File: config.mk
export PLATFORM = sky130hd
export DESIGN_NAME = tl_left_ctrl_flat
export DESIGN_NICKNAME = d
export VERILOG_FILES = /design/src/rtl/tl_left_ctrl_pkg.sv /design/src/rtl/tl_left_ctrl_if.sv /design/src/rtl/tl_left_ctrl_reg3.sv /design/src/rtl/tl_left_ctrl.sv /design/src/flat_wrapper.sv
export SDC_FILE = /design/constraint.sdc
export NUM_CORES = 1
export LEC_CHECK = 0
export CORE_MARGIN = 4
export CORE_UTILIZATION = 28
export CTS_CLUSTER_DIAMETER = 80
export DETAILED_ROUTE_END_ITERATION = 12
export GPL_ROUTABILITY_DRIVEN = 0
export GPL_TIMING_DRIVEN = 0
export PLACE_DENSITY = 0.61
export SLEW_MARGIN = 30
export SYNTH_ARGS = -nofsm -noshare
export SYNTH_HDL_FRONTEND = slang
export SYNTH_SLANG_ARGS = --single-unit
File: constraint.sdc
create_clock -name clk -period 1.4 [get_ports clk]
set_input_delay 0.21 -clock clk [delete_from_list [all_inputs] [get_ports clk]]
set_output_delay 0.21 -clock clk [all_outputs]
set_load 0.01 [all_outputs]
File: src/rtl/tl_left_ctrl_pkg.sv
// Shared light codes, state codes and default timing constants for the intersection controller.
package tl_left_ctrl_pkg;

    localparam int DEF_MIN_GREEN = 3;
    localparam int DEF_YEL_CYC   = 2;
    localparam int DEF_TW        = 3;

    typedef enum logic [1:0] {
        GREEN  = 2'b00,
        YELLOW = 2'b01,
        LEFT   = 2'b10,
        RED    = 2'b11
    } light_t;

    typedef enum logic [2:0] {
        S0 = 3'd0,  // A_GRN
        S1 = 3'd1,  // A_YEL1
        S2 = 3'd2,  // A_LEFT
        S3 = 3'd3,  // A_YEL2
        S4 = 3'd4,  // B_GRN
        S5 = 3'd5,  // B_YEL1
        S6 = 3'd6,  // B_LEFT
        S7 = 3'd7   // B_YEL2
    } state_t;

    typedef struct packed {
        light_t la;
        light_t lb;
    } lights_t;

    // Every state leaves at least one road RED, which is what keeps the junction safe.
    function automatic lights_t decode_lights(input state_t s);
        lights_t l;
        l = '{la: RED, lb: RED};
        case (s)
            S0:      l.la = GREEN;
            S1, S3:  l.la = YELLOW;
            S2:      l.la = LEFT;
            S4:      l.lb = GREEN;
            S5, S7:  l.lb = YELLOW;
            S6:      l.lb = LEFT;
            default: l = '{la: RED, lb: RED};
        endcase
        return l;
    endfunction

endpackage

File: src/rtl/tl_left_ctrl_if.sv
// Sensor inputs and light/state outputs of the intersection controller.
interface tl_left_ctrl_if;
    import tl_left_ctrl_pkg::*;

    logic   ta;
    logic   tal;
    logic   tb;
    logic   tbl;
    light_t la;
    light_t lb;
    state_t state;

    modport master (
        output ta, tal, tb, tbl,
        input  la, lb, state
    );

    modport slave (
        input  ta, tal, tb, tbl,
        output la, lb, state
    );

endinterface

File: src/rtl/tl_left_ctrl_reg3.sv
// Purpose: 3-bit state register with asynchronous active-low reset to S0.
// Latency: q follows d one clock later; reset acts immediately.
// Backpressure: none, loads every cycle.
module tl_left_ctrl_reg3 (
    input  logic       clk,
    input  logic       reset_n,
    input  logic [2:0] d,
    output logic [2:0] q
);

    always_ff @(posedge clk or negedge reset_n) begin
        if (!reset_n) begin
            q <= 3'd0;
        end else begin
            q <= d;
        end
    end

endmodule

File: src/rtl/tl_left_ctrl.sv
// Purpose: Moore sequencer for a two-road junction with a protected left phase per road.
// Latency: sensor sampled at a rising edge changes the lights right after that edge.
// Backpressure: none; sensors are level inputs, the current road holds until its sensor drops.
module tl_left_ctrl
    import tl_left_ctrl_pkg::*;
#(
    parameter int MIN_GREEN = DEF_MIN_GREEN,
    parameter int YEL_CYC   = DEF_YEL_CYC,
    parameter int TW        = DEF_TW
) (
    input  logic            clk,
    input  logic            reset_n,
    tl_left_ctrl_if.slave   bus
);

    localparam logic [TW-1:0] GRN_LAST = TW'(MIN_GREEN - 1);
    localparam logic [TW-1:0] YEL_LAST = TW'(YEL_CYC - 1);
    localparam logic [TW-1:0] TMR_MAX  = {TW{1'b1}};

    logic [2:0]    state_q;
    state_t        cur;
    state_t        nxt;
    logic [TW-1:0] timer;
    lights_t       lights;

    tl_left_ctrl_reg3 u_register3_r (
        .clk     (clk),
        .reset_n (reset_n),
        .d       (nxt),
        .q       (state_q)
    );

    assign cur = state_t'(state_q);

    always_comb begin
        nxt = cur;
        case (cur)
            S0:      if (!bus.ta && timer >= GRN_LAST) nxt = S1;
            S1:      if (timer == YEL_LAST)            nxt = S2;
            S2:      if (!bus.tal)                     nxt = S3;
            S3:      if (timer == YEL_LAST)            nxt = S4;
            S4:      if (!bus.tb && timer >= GRN_LAST) nxt = S5;
            S5:      if (timer == YEL_LAST)            nxt = S6;
            S6:      if (!bus.tbl)                     nxt = S7;
            S7:      if (timer == YEL_LAST)            nxt = S0;
            default: nxt = S0;
        endcase
    end

    // Dwell timer counts cycles spent in the current state; saturation keeps long greens exitable.
    always_ff @(posedge clk or negedge reset_n) begin
        if (!reset_n) begin
            timer <= '0;
        end else if (nxt != cur) begin
            timer <= '0;
        end else if (timer != TMR_MAX) begin
            timer <= timer + 1'b1;
        end
    end

    always_comb begin
        lights    = decode_lights(cur);
        bus.la    = lights.la;
        bus.lb    = lights.lb;
        bus.state = cur;
    end

endmodule
File: src/flat_wrapper.sv
// flat-port wrapper written by rule: the top's interface ports become plain ports
module tl_left_ctrl_flat import tl_left_ctrl_pkg::*;
#(
    parameter int MIN_GREEN = DEF_MIN_GREEN,
    parameter int YEL_CYC   = DEF_YEL_CYC,
    parameter int TW        = DEF_TW
)
  (clk, reset_n, bus_ta, bus_tal, bus_tb, bus_tbl, bus_la, bus_lb, bus_state);
  tl_left_ctrl_if bus_i ();
  input  logic clk;
  input  logic reset_n;
  input wire logic [$bits(bus_i.ta)-1:0] bus_ta;
  input wire logic [$bits(bus_i.tal)-1:0] bus_tal;
  input wire logic [$bits(bus_i.tb)-1:0] bus_tb;
  input wire logic [$bits(bus_i.tbl)-1:0] bus_tbl;
  output wire logic [$bits(bus_i.la)-1:0] bus_la;
  output wire logic [$bits(bus_i.lb)-1:0] bus_lb;
  output wire logic [$bits(bus_i.state)-1:0] bus_state;
  assign bus_i.ta = bus_ta;
  assign bus_i.tal = bus_tal;
  assign bus_i.tb = bus_tb;
  assign bus_i.tbl = bus_tbl;
  assign bus_la = bus_i.la;
  assign bus_lb = bus_i.lb;
  assign bus_state = bus_i.state;
  tl_left_ctrl #(.MIN_GREEN(MIN_GREEN), .YEL_CYC(YEL_CYC), .TW(TW)) u_core (.clk(clk), .reset_n(reset_n), .bus(bus_i));
endmodule
# Yosys cells after proc, flatten, opt, wreduce, memory -nomap -nowiden
# Cells that the tools add are included.
totals:
  output_inout_bits: 7
  register_bits: 6
  input_bits: 6
  wordCells: 35
op_classes:
  magnitude_cmp: 1
  reduce_logical: 8
  n_eq_ne: 10
  muxes: 13
  n_addsub: 1
op_table:
  columns: ["cell", "count"]
  rows:
  - ["3-bit two-way mux", 10]
  - ["3-bit case mux with 8 select lines", 1]
  - ["3-bit == test, second input constant", 4]
  - ["2-bit case mux with 3 select lines", 2]
  - ["3-bit by 1-bit == test with 1-bit output, second input constant", 2]
  - ["3-bit by 2-bit == test with 1-bit output, second input constant", 2]
  - ["2-bit OR reduction", 2]
  - ["3-bit by 1-bit adder with 3-bit output, second input constant", 1]
  - ["3-bit by 2-bit >= comparator with 1-bit output, second input constant", 1]
  - ["3-bit logical NOT", 1]
  - ["3-bit inequality test", 1]
  - ["3-bit inequality test, second input constant", 1]
  - ["1-bit logical AND", 2]
  - ["1-bit logical NOT", 2]
  - ["2-bit nonzero test", 1]

# Longest topological paths before layout
# Gate-level depths: netlist (run 1).
logic_depth:
  word_depth: 6
  mapped_depth: 6
  depth_no_buf: 6

# Modules after synthesis
# From an unflattened synthesis (run 1), not the netlist that was laid out.
unflattened:
  hier_cells: 46
  hier_area_um2: 415.4
by_module_without_submodules:
  columns: ["mod", "seq_area_each_um2", "area_per_inst_um2", "instances", "cells_each"]
  rows:
  - ["tl_left_ctrl", 75.1, 340.3, 1, 43]
  - ["tl_left_ctrl_reg3", 75.1, 75.1, 1, 3]

# Least setup slack after synthesis (run 1)
# No wires, ideal clock.
synth_path:
  path_type: "register -> register"
  from: "register u_core.timer[0]"
  to: "register u_core.timer[0]"
  arrival_time_ps: 1477
  setup_slack_ps: -149
  path_buffers: 0
  t_required_ps: 1328
  synth_period_minus_slack_ps: 1549
  stages_incl_launch_ff: 7
  setup_ps: 72
  cell_sequence: "dfrtp_1 > inv_1 > ha_1 > or3_4 > a211oi_2 > o32ai_2 > nor2_1"
synth_via:
  elab_chain_cells: 6
  word_cells_on_any_way: 17
  classes_between: "add/sub: 1; order compare: 1; eq/ne: 3; mux: 9; reduce/logical: 3"
synth_rtl:
  columns: ["element", "line_no", "rtl"]
  rows:
  - ["start: declaration", "tl_left_ctrl.sv:23", "logic [TW-1:0] timer;"]
  - ["start signal: assignment", "tl_left_ctrl.sv:57", "timer <= timer + 1'b1;"]
  - ["3-bit by 2-bit >= comparator with 1-bit output", "tl_left_ctrl.sv:38, tl_left_ctrl.sv:42", null]
  - ["1-bit logical AND, on equally long branches", "tl_left_ctrl.sv:42, tl_left_ctrl.sv:38", null]
  - ["3-bit two-way mux, on equally long branches", "tl_left_ctrl.sv:42, tl_left_ctrl.sv:38", null]
  - ["3-bit case mux with 8 select lines", "tl_left_ctrl.sv:37", "case (cur)"]
  - ["3-bit inequality test", "tl_left_ctrl.sv:54", "end else if (nxt != cur) begin"]
  - ["3-bit two-way mux / 2-bit nonzero test (equally long branches)", null, null]
# Several ways; a longest one is shown, not always the timed one. The select of a mux whose other input is x is not followed.
# A chain may end at the register's enable or synchronous reset.

# Worst setup path in the final report (run 1)
layout_path:
  from: "register u_core.timer[1]"
  to: "register u_core.timer[2]"
# Same word-level chain as after synthesis.

==> results by group, run 1 <==
Timing
  – Final setup viols: 3
  – Final Cycle Share: 1.04
  – Slew Limit Fails: 0
  – Clk_skew: ~4.6 ps
  – Measured slew at the worst slew-check pin: 286 ps
  – RSZ-0062 raised after global routing: yes
  – Slew Limit Headroom: 0.809
  – Fmax: about 700 MHz
  – Final min period: between 1000 and 1500 ps
  – Setup TNS: -161 ps
  – Hold Violations, Final: 0
  – Post-route setup slack: -62.1 ps

GRT
  – Vias in the first global route: about 320
  – GRT Util Overall: 0.0918
  – Largest net degree at the start of global routing: 11
  – Antenna violations before repair: 0
  – First-pass GRT wire length: 1370 um
  – Final global-route overflow total: 0

Setup path
  – CP required: ~1600 ps
  – R2R Path End: u_core.timer[2]$_DFFE_PN0P_
  – R2r startpoint: u_core.timer[1]$_DFFE_PN0P_
  – R2R Setup Slk: -60 ps
  – Startpoint types: register
  – WP data arrival: roughly 1600 ps
  – Worst Path Max Fanout: 3
  – CP Class: reg -> reg
  – R2R depth: 5
  – Crit end category: register

Power
  – Power, Total: about 1600 uW
  – Clock power share: 0.094
  – Sequential power share: 0.212
  – Comb pwr share: 0.693
  – Switching Fraction: 0.383
  – P_int: a little under 1000 uW
  – Leak pwr: just over 0.0003 uW
  – PwrDens: between 2000 and 2500 nW/um^2
  – VDD IR max: between 900 and 1000 uV
  – Sw power: between 600 and 700 uW

Final layout
  – FF+latch area: 151 sq um
  – # fillers: approximately 140
  – Non-Filler Instances: 81
  – Antenna diodes: 0
  – P&R area growth vs syn: 52.0%
  – Nets: a little under 80
  – Footprint of the multi-input gates: 255 sq um
  – Layout Utilization: 0.479
  – Share of layout cells above drive strength 1: 0.364

Drt
  – Number of remaining DRC errors: 0
  – Antenna Violating Nets Remaining: 0
  – Via/cell ratio: 4.69
  – DR pass1 iterations: 4
  – Drt first-iter violations: 8
  – Via count: between 300 and 400
  – DRT Wirelength: 836 um
  – DR WL/cell: roughly 10 um

CTS
  – Clock Tree Buf Depth: 2
  – Skew-Pair Late Insertion Delay: ~240 ps
  – Htree depth: 1
  – Root Driver: clkbuf_4
  – Sink Count: 6
  – Cts bufs inserted: 3
  – CTS tree: done
  – Clk slew on worst S/H paths: ~40 ps

Logic synthesis
  – Distinct cells, synth: 23
  – Gate Count Post-Synth: between 40 and 50
  – Post-synth net total: 54
  – #FFs+latches synth: 6
  – Sequential-to-total area share from yosys stat: 0.349
  – Post-Syn Area per Cell: between 9 and 10 sq um
  – Synthesis Warnings: 0
  – Synth Cell Area: 430 sq um

Die
  – Num rows: 13
  – DIE HEIGHT: between 40 and 50 um
  – I/O pins: 13
  – Die area: roughly 2200 sq um
  – Die width: between 40 and 50 um
  – Starting Density: 0.315
  – Total core area: between 1000 and 1500 sq um

Placement
  – Port Buffers: 12
  – DP Wirelength: 582 um
  – Placed Cells: a little over 70

Hold path
  – HP Class: in -> async

Status
  – Failing checks: setup timing
  – Status: finished with violations

Job
  – Max-cap viol count: 0
==> Yosys cell counts, drive strengths merged <==
master  n  area [sq um]
a211oi  1          12.5
buf     2          18.8
xnor2   2          17.5
nor3b   1          7.51
a21boi  1          7.51
inv     4          15.0
nand4   1          6.26
a21oi   3          15.0
o21ba   1          10.0
nor4    1          12.5
or2     1          6.26
or3     1          11.3
o32ai   1          16.3
nand2b  3          18.8
dfrtp   6           150
mux2i   1          10.0
nand2   3          11.3
nor2    4          15.0
nand3   1          5.00
ha      4          50.1
o21ai   1          5.00
xor2    1          8.76
==> cell usage in the layout (no fill, tap or decap), types with 2 or more instances in the layout <==
master,netlist,layout
clkdlybuf4s50_1,0,6
buf_4,1,6
dfrtp_1,6,5
inv_1,4,4
buf_6,1,4
nor2_1,4,4
nand2_1,3,3
a21oi_1,3,3
nand2b_1,3,3
ha_1,4,3
clkbuf_4,0,3
xnor2_1,2,2
buf_2,0,2
==> per-layer routing <==
layer | part of all wire | up-vias | track usage
li1 | - | 195 | -
met1 | 0.43 | 169 | 0.106
met2 | 0.46 | 16 | 0.141
met3 | 0.11 | 0 | 0.0766
met4 | 0 | 0 | 0
met5 | 0 | - | 0
==> state kept, by name, indices dropped and copies added, names as in the netlist <==
name	flops
u_core.timer	3
u_core.u_register3_r.q	3
==> cell type report <==
class,instances,share of cell area
buffer,2,0.0344
clock buffer,3,0.0344
inverter,4,0.0229
multi-input combinational,32,0.390
sequential,6,0.231
tap,15,0.0287
timing repair buffer,19,0.258
==> timing repair <==
action | 4_1_cts | 5_1_grt
buffers inserted | 5 | 2
pin swaps | 4 | 1
cloned | 0 | 0
resized for setup | 18 | 5
hold buffers | 0 | 0
setup endpoints to repair | 9 | 7
==> per-stage QoR <==
stage	instance area, sq um	hold slack (ps)	worst slack [ps]
2_1_floorplan	433	-85.6	-71.5
3_3_place_gp	572	467	-171
3_5_place_dp	572	468	-182
4_1_cts	623	210	-104
5_1_grt	654	213	-127
6_report	654	210	-62.1
==> critical path, stage by stage, from the launching register on <==
cell and delay (ps):
dfrtp_1 390, ha_2 170, or3_4 340, a211oi_2 240, o32ai_2 140, nor2_1 110
==> power groups by stage <==
stage	Sequential [uW]	Clock [uW]	Combinational (uW)
finish	336	149	1100
global route	345	177	1210
CTS	333	158	1020
detailed placement	379	0	918
global placement	376	0	911
floorplan	376	0	589
==> worst max-delay path by stage <==
stage / depth (start not counted) / startpoint / end / slack [ps]
global route: 5 / u_core.timer[1]$_DFFE_PN0P_ / u_core.timer[2]$_DFFE_PN0P_ / -130
CTS: 5 / u_core.timer[1]$_DFFE_PN0P_ / u_core.timer[2]$_DFFE_PN0P_ / -100
finish: 5 / u_core.timer[1]$_DFFE_PN0P_ / u_core.timer[2]$_DFFE_PN0P_ / -60
floorplan: 6 / u_core.timer[0]$_DFFE_PN0P_ / u_core.timer[0]$_DFFE_PN0P_ / -70
detailed placement: 6 / u_core.timer[0]$_DFFE_PN0P_ / u_core.timer[2]$_DFFE_PN0P_ / -180
global placement: 6 / u_core.timer[0]$_DFFE_PN0P_ / u_core.timer[2]$_DFFE_PN0P_ / -170
==> cell families after synthesis <==
| group | share of synthesized area |
|---|---|
| AND/OR/NAND/NOR | 0.218 |
| AO/OA/AOI/OAI | 0.154 |
| buffers and inverters | 0.0785 |
| flip-flops | 0.349 |
| adder cells (fa/ha/maj) | 0.116 |
| XOR/XNOR | 0.0611 |
| multiplexers | 0.0233 |
Power figures use the tool's default switching activity.
==> run 2: changes to the inputs <==
--- a/config.mk
+++ b/config.mk
@@ -8,10 +8,11 @@
 export CORE_MARGIN = 4
 export CORE_UTILIZATION = 28
 export CTS_CLUSTER_DIAMETER = 80
+export CTS_CLUSTER_SIZE = 14
 export DETAILED_ROUTE_END_ITERATION = 12
 export GPL_ROUTABILITY_DRIVEN = 0
 export GPL_TIMING_DRIVEN = 0
-export PLACE_DENSITY = 0.61
+export PLACE_DENSITY_LB_ADDON = 0.1
 export SLEW_MARGIN = 30
 export SYNTH_ARGS = -nofsm -noshare
 export SYNTH_HDL_FRONTEND = slang
==> run 2 against run 1 <==
Core utilization increased by 0.46 points. Register-to-register slack got worse by 70 ps. Fmax decreased by 4.3%. Via count is 1.1% lower. Critical path type unchanged. The run still ends with setup timing left.
==> results by group, run 2 (same netlist as run 1, synthesis figures left out) <==
Timing
  – Measured slew at the worst slew-check pin: 285 ps (-0.685 ps)
  – Hold Violations, Final: 0 (unchanged)
  – Final min period: 1530 ps (+65.4 ps)
  – Fmax: 655 MHz (-4.3%)
  – Final Cycle Share: 1.09 (+0.0467)
  – Final setup viols: 4 (+1)
  – Setup TNS: -503 ps (-342 ps)
  – Slew Limit Fails: 0 (unchanged)
  – Post-route setup slack: -127 ps (-65.4 ps)
  – Clk_skew: 2.42 ps (-2.16 ps)
  – Slew Limit Headroom: 0.810 (about the same)
  – RSZ-0062 raised after global routing: yes

Drt
  – Via/cell ratio: 4.59 (-2.3%)
  – DRT Wirelength: 923 um (+10%)
  – Drt first-iter violations: 4 (-4)
  – DR pass1 iterations: 2 (-2)
  – DR WL/cell: 11.3 um (+9.1%)
  – Via count: 376 (-1.1%)
  – Number of remaining DRC errors: 0 (unchanged)
  – Antenna Violating Nets Remaining: 0 (unchanged)

Die
  – Die width: 47.2 um (unchanged)
  – Die area: 2230 sq um (unchanged)
  – Num rows: 13 (unchanged)
  – Total core area: 1370 sq um (unchanged)
  – Starting Density: 0.315 (unchanged)
  – I/O pins: 13 (unchanged)
  – DIE HEIGHT: 47.2 um (unchanged)

Final layout
  – Post-route design area: 661 sq um (+0.96%)
  – Commonest non-fill, non-tap cell in the layout: buf_4
  – Share of layout cells above drive strength 1: 0.388 (+0.0244)
  – P&R area growth vs syn: 53.5%
  – Layout Utilization: 0.484 (+0.00458)
  – Antenna diodes: 0 (unchanged)
  – Most frequent cells in the layout: buf_4 (8), clkdlybuf4s50_1 (6), dfrtp_1 (5), inv_1 (4), nor2_1 (4)
  – Nets: 79 (+1.3%)
  – # fillers: 143 (+2.9%)
  – Largest regs: u_core.timer: 3 flops, u_core.u_register3_r.q: 3 flops

Setup path
  – WP data arrival: 1700 ps (+70 ps)
  – CP required: 1570 ps (about the same)
  – Startpoint types: register
  – Worst Path Max Fanout: 3 (unchanged)
  – R2R depth: 5 (unchanged)
  – Critical-path top delay cell: dfrtp_1
  – R2r startpoint: u_core.timer[1]$_DFFE_PN0P_
  – R2R Path End: u_core.timer[2]$_DFFE_PN0P_
  – Worst path depth: 5 (unchanged)
  – CP Class: reg -> reg
  – Delay-heaviest family, CP: simple AND/OR/NAND/NOR gates
  – Crit path cell chain: ha_2, or3_4, a211oi_4, o32ai_2, nor2_1
  – CP max stage delay: 400 ps (about the same)
  – Crit end category: register
  – R2R Setup Slk: -130 ps (-70 ps)
  – Bufs and invs on worst path: 0 (unchanged)

Placement
  – Placed Area: 572 sq um (unchanged)
  – Port Buffers: 12 (unchanged)
  – DP Wirelength: 647 um (+11%)

CTS
  – Sink Count: 6 (unchanged)
  – Htree depth: 1 (unchanged)
  – Cts bufs inserted: 3 (unchanged)
  – Root Driver: clkbuf_4
  – Post-CTS Hold Buffers: 0 (unchanged)
  – CTS tree: done
  – Skew-Pair Late Insertion Delay: 240 ps (about the same)
  – Clock Tree Buf Depth: 2 (unchanged)
  – Clk slew on worst S/H paths: 40 ps (about the same)

Power
  – PwrDens: 2510 nW/um^2 (+3.6%)
  – Power, Total: 1660 uW (+4.6%)
  – VDD IR max: 1010 uV (+11%)
  – Leak pwr: 0.000310 uW (+1.7%)

Job
  – Max-cap viol count: 0 (unchanged)

GRT
  – Final global-route overflow total: 0 (unchanged)
  – Antenna violations before repair: 0 (unchanged)
  – Vias in the first global route: 398 (+23%)
  – Largest net degree at the start of global routing: 11 (unchanged)
  – GRT Util Overall: 0.104 (+0.0125)
  – First-pass GRT wire length: 1590 um (+17%)

Hold path
  – HP Class: in -> async

Status
  – Status: finished with violations
  – Failing checks: setup timing
## run 2: cell type report
class	instances	area (sq um)	share of cell area
Buffer	2	22.5	0.0341
Clock buffer	3	22.5	0.0341
Inverter	4	15.0	0.0227
Multi-Input combinational cell	32	263	0.398
Sequential cell	6	151	0.229
Tap cell	15	18.8	0.0284
Timing Repair Buffer	20	168	0.254
## run 2: routing by layer
metal,GRT usage,wire (um)
met5,0,0
met3,0.0230,31
met4,0.0663,17
met1,0.122,445
met2,0.171,429
## run 2: what timing repair did
action	in CTS	in global routing
gates resized for setup	20	5
pin swaps	0	1
setup endpoints to repair	10	7
cloned	0	0
setup buffers	7	1
endpoints found under the hold margin	0	0
## run 2: how the worst max path moves through the flow
stage                                           start                     endpoint  slack (ps)
after floorplan           u_core.timer[0]$_DFFE_PN0P_  u_core.timer[0]$_DFFE_PN0P_         -70
final                     u_core.timer[1]$_DFFE_PN0P_  u_core.timer[2]$_DFFE_PN0P_        -130
after global routing      u_core.timer[1]$_DFFE_PN0P_  u_core.timer[1]$_DFFE_PN0P_        -220
after CTS                 u_core.timer[1]$_DFFE_PN0P_  u_core.timer[1]$_DFFE_PN0P_        -140
after global placement    u_core.timer[0]$_DFFE_PN0P_  u_core.timer[2]$_DFFE_PN0P_        -210
after detailed placement  u_core.timer[0]$_DFFE_PN0P_  u_core.timer[1]$_DFFE_PN0P_        -210
## run 2: stage by stage
stage / cells / hold WS, ps / setup WS (ps)
after floorplan: 44 / -85.6 / -71.5
after global routing: 82 / 213 / -216
after CTS: 81 / 200 / -135
after global placement: 71 / 461 / -211
after detailed placement: 71 / 462 / -208
final: 82 / 205 / -127
## run 2: power by group
part | switching, uW | internal (uW) | leakage, uW | total [uW]
Clock | 53.9 | 96.4 | 0.0000138 | 150
Combinational | 528 | 640 | 0.000223 | 1170
Sequential | 71.0 | 267 | 0.0000737 | 338
==> run 3: changes to the inputs <==
--- a/config.mk
+++ b/config.mk
@@ -5,6 +5,7 @@
 export SDC_FILE = /design/constraint.sdc
 export NUM_CORES = 1
 export LEC_CHECK = 0
+export CAP_MARGIN = 20
 export CORE_MARGIN = 4
 export CORE_UTILIZATION = 28
 export CTS_CLUSTER_DIAMETER = 80
==> results of run 3 <==
No change in the layout: final DEF, timing and power equal those of run 2.
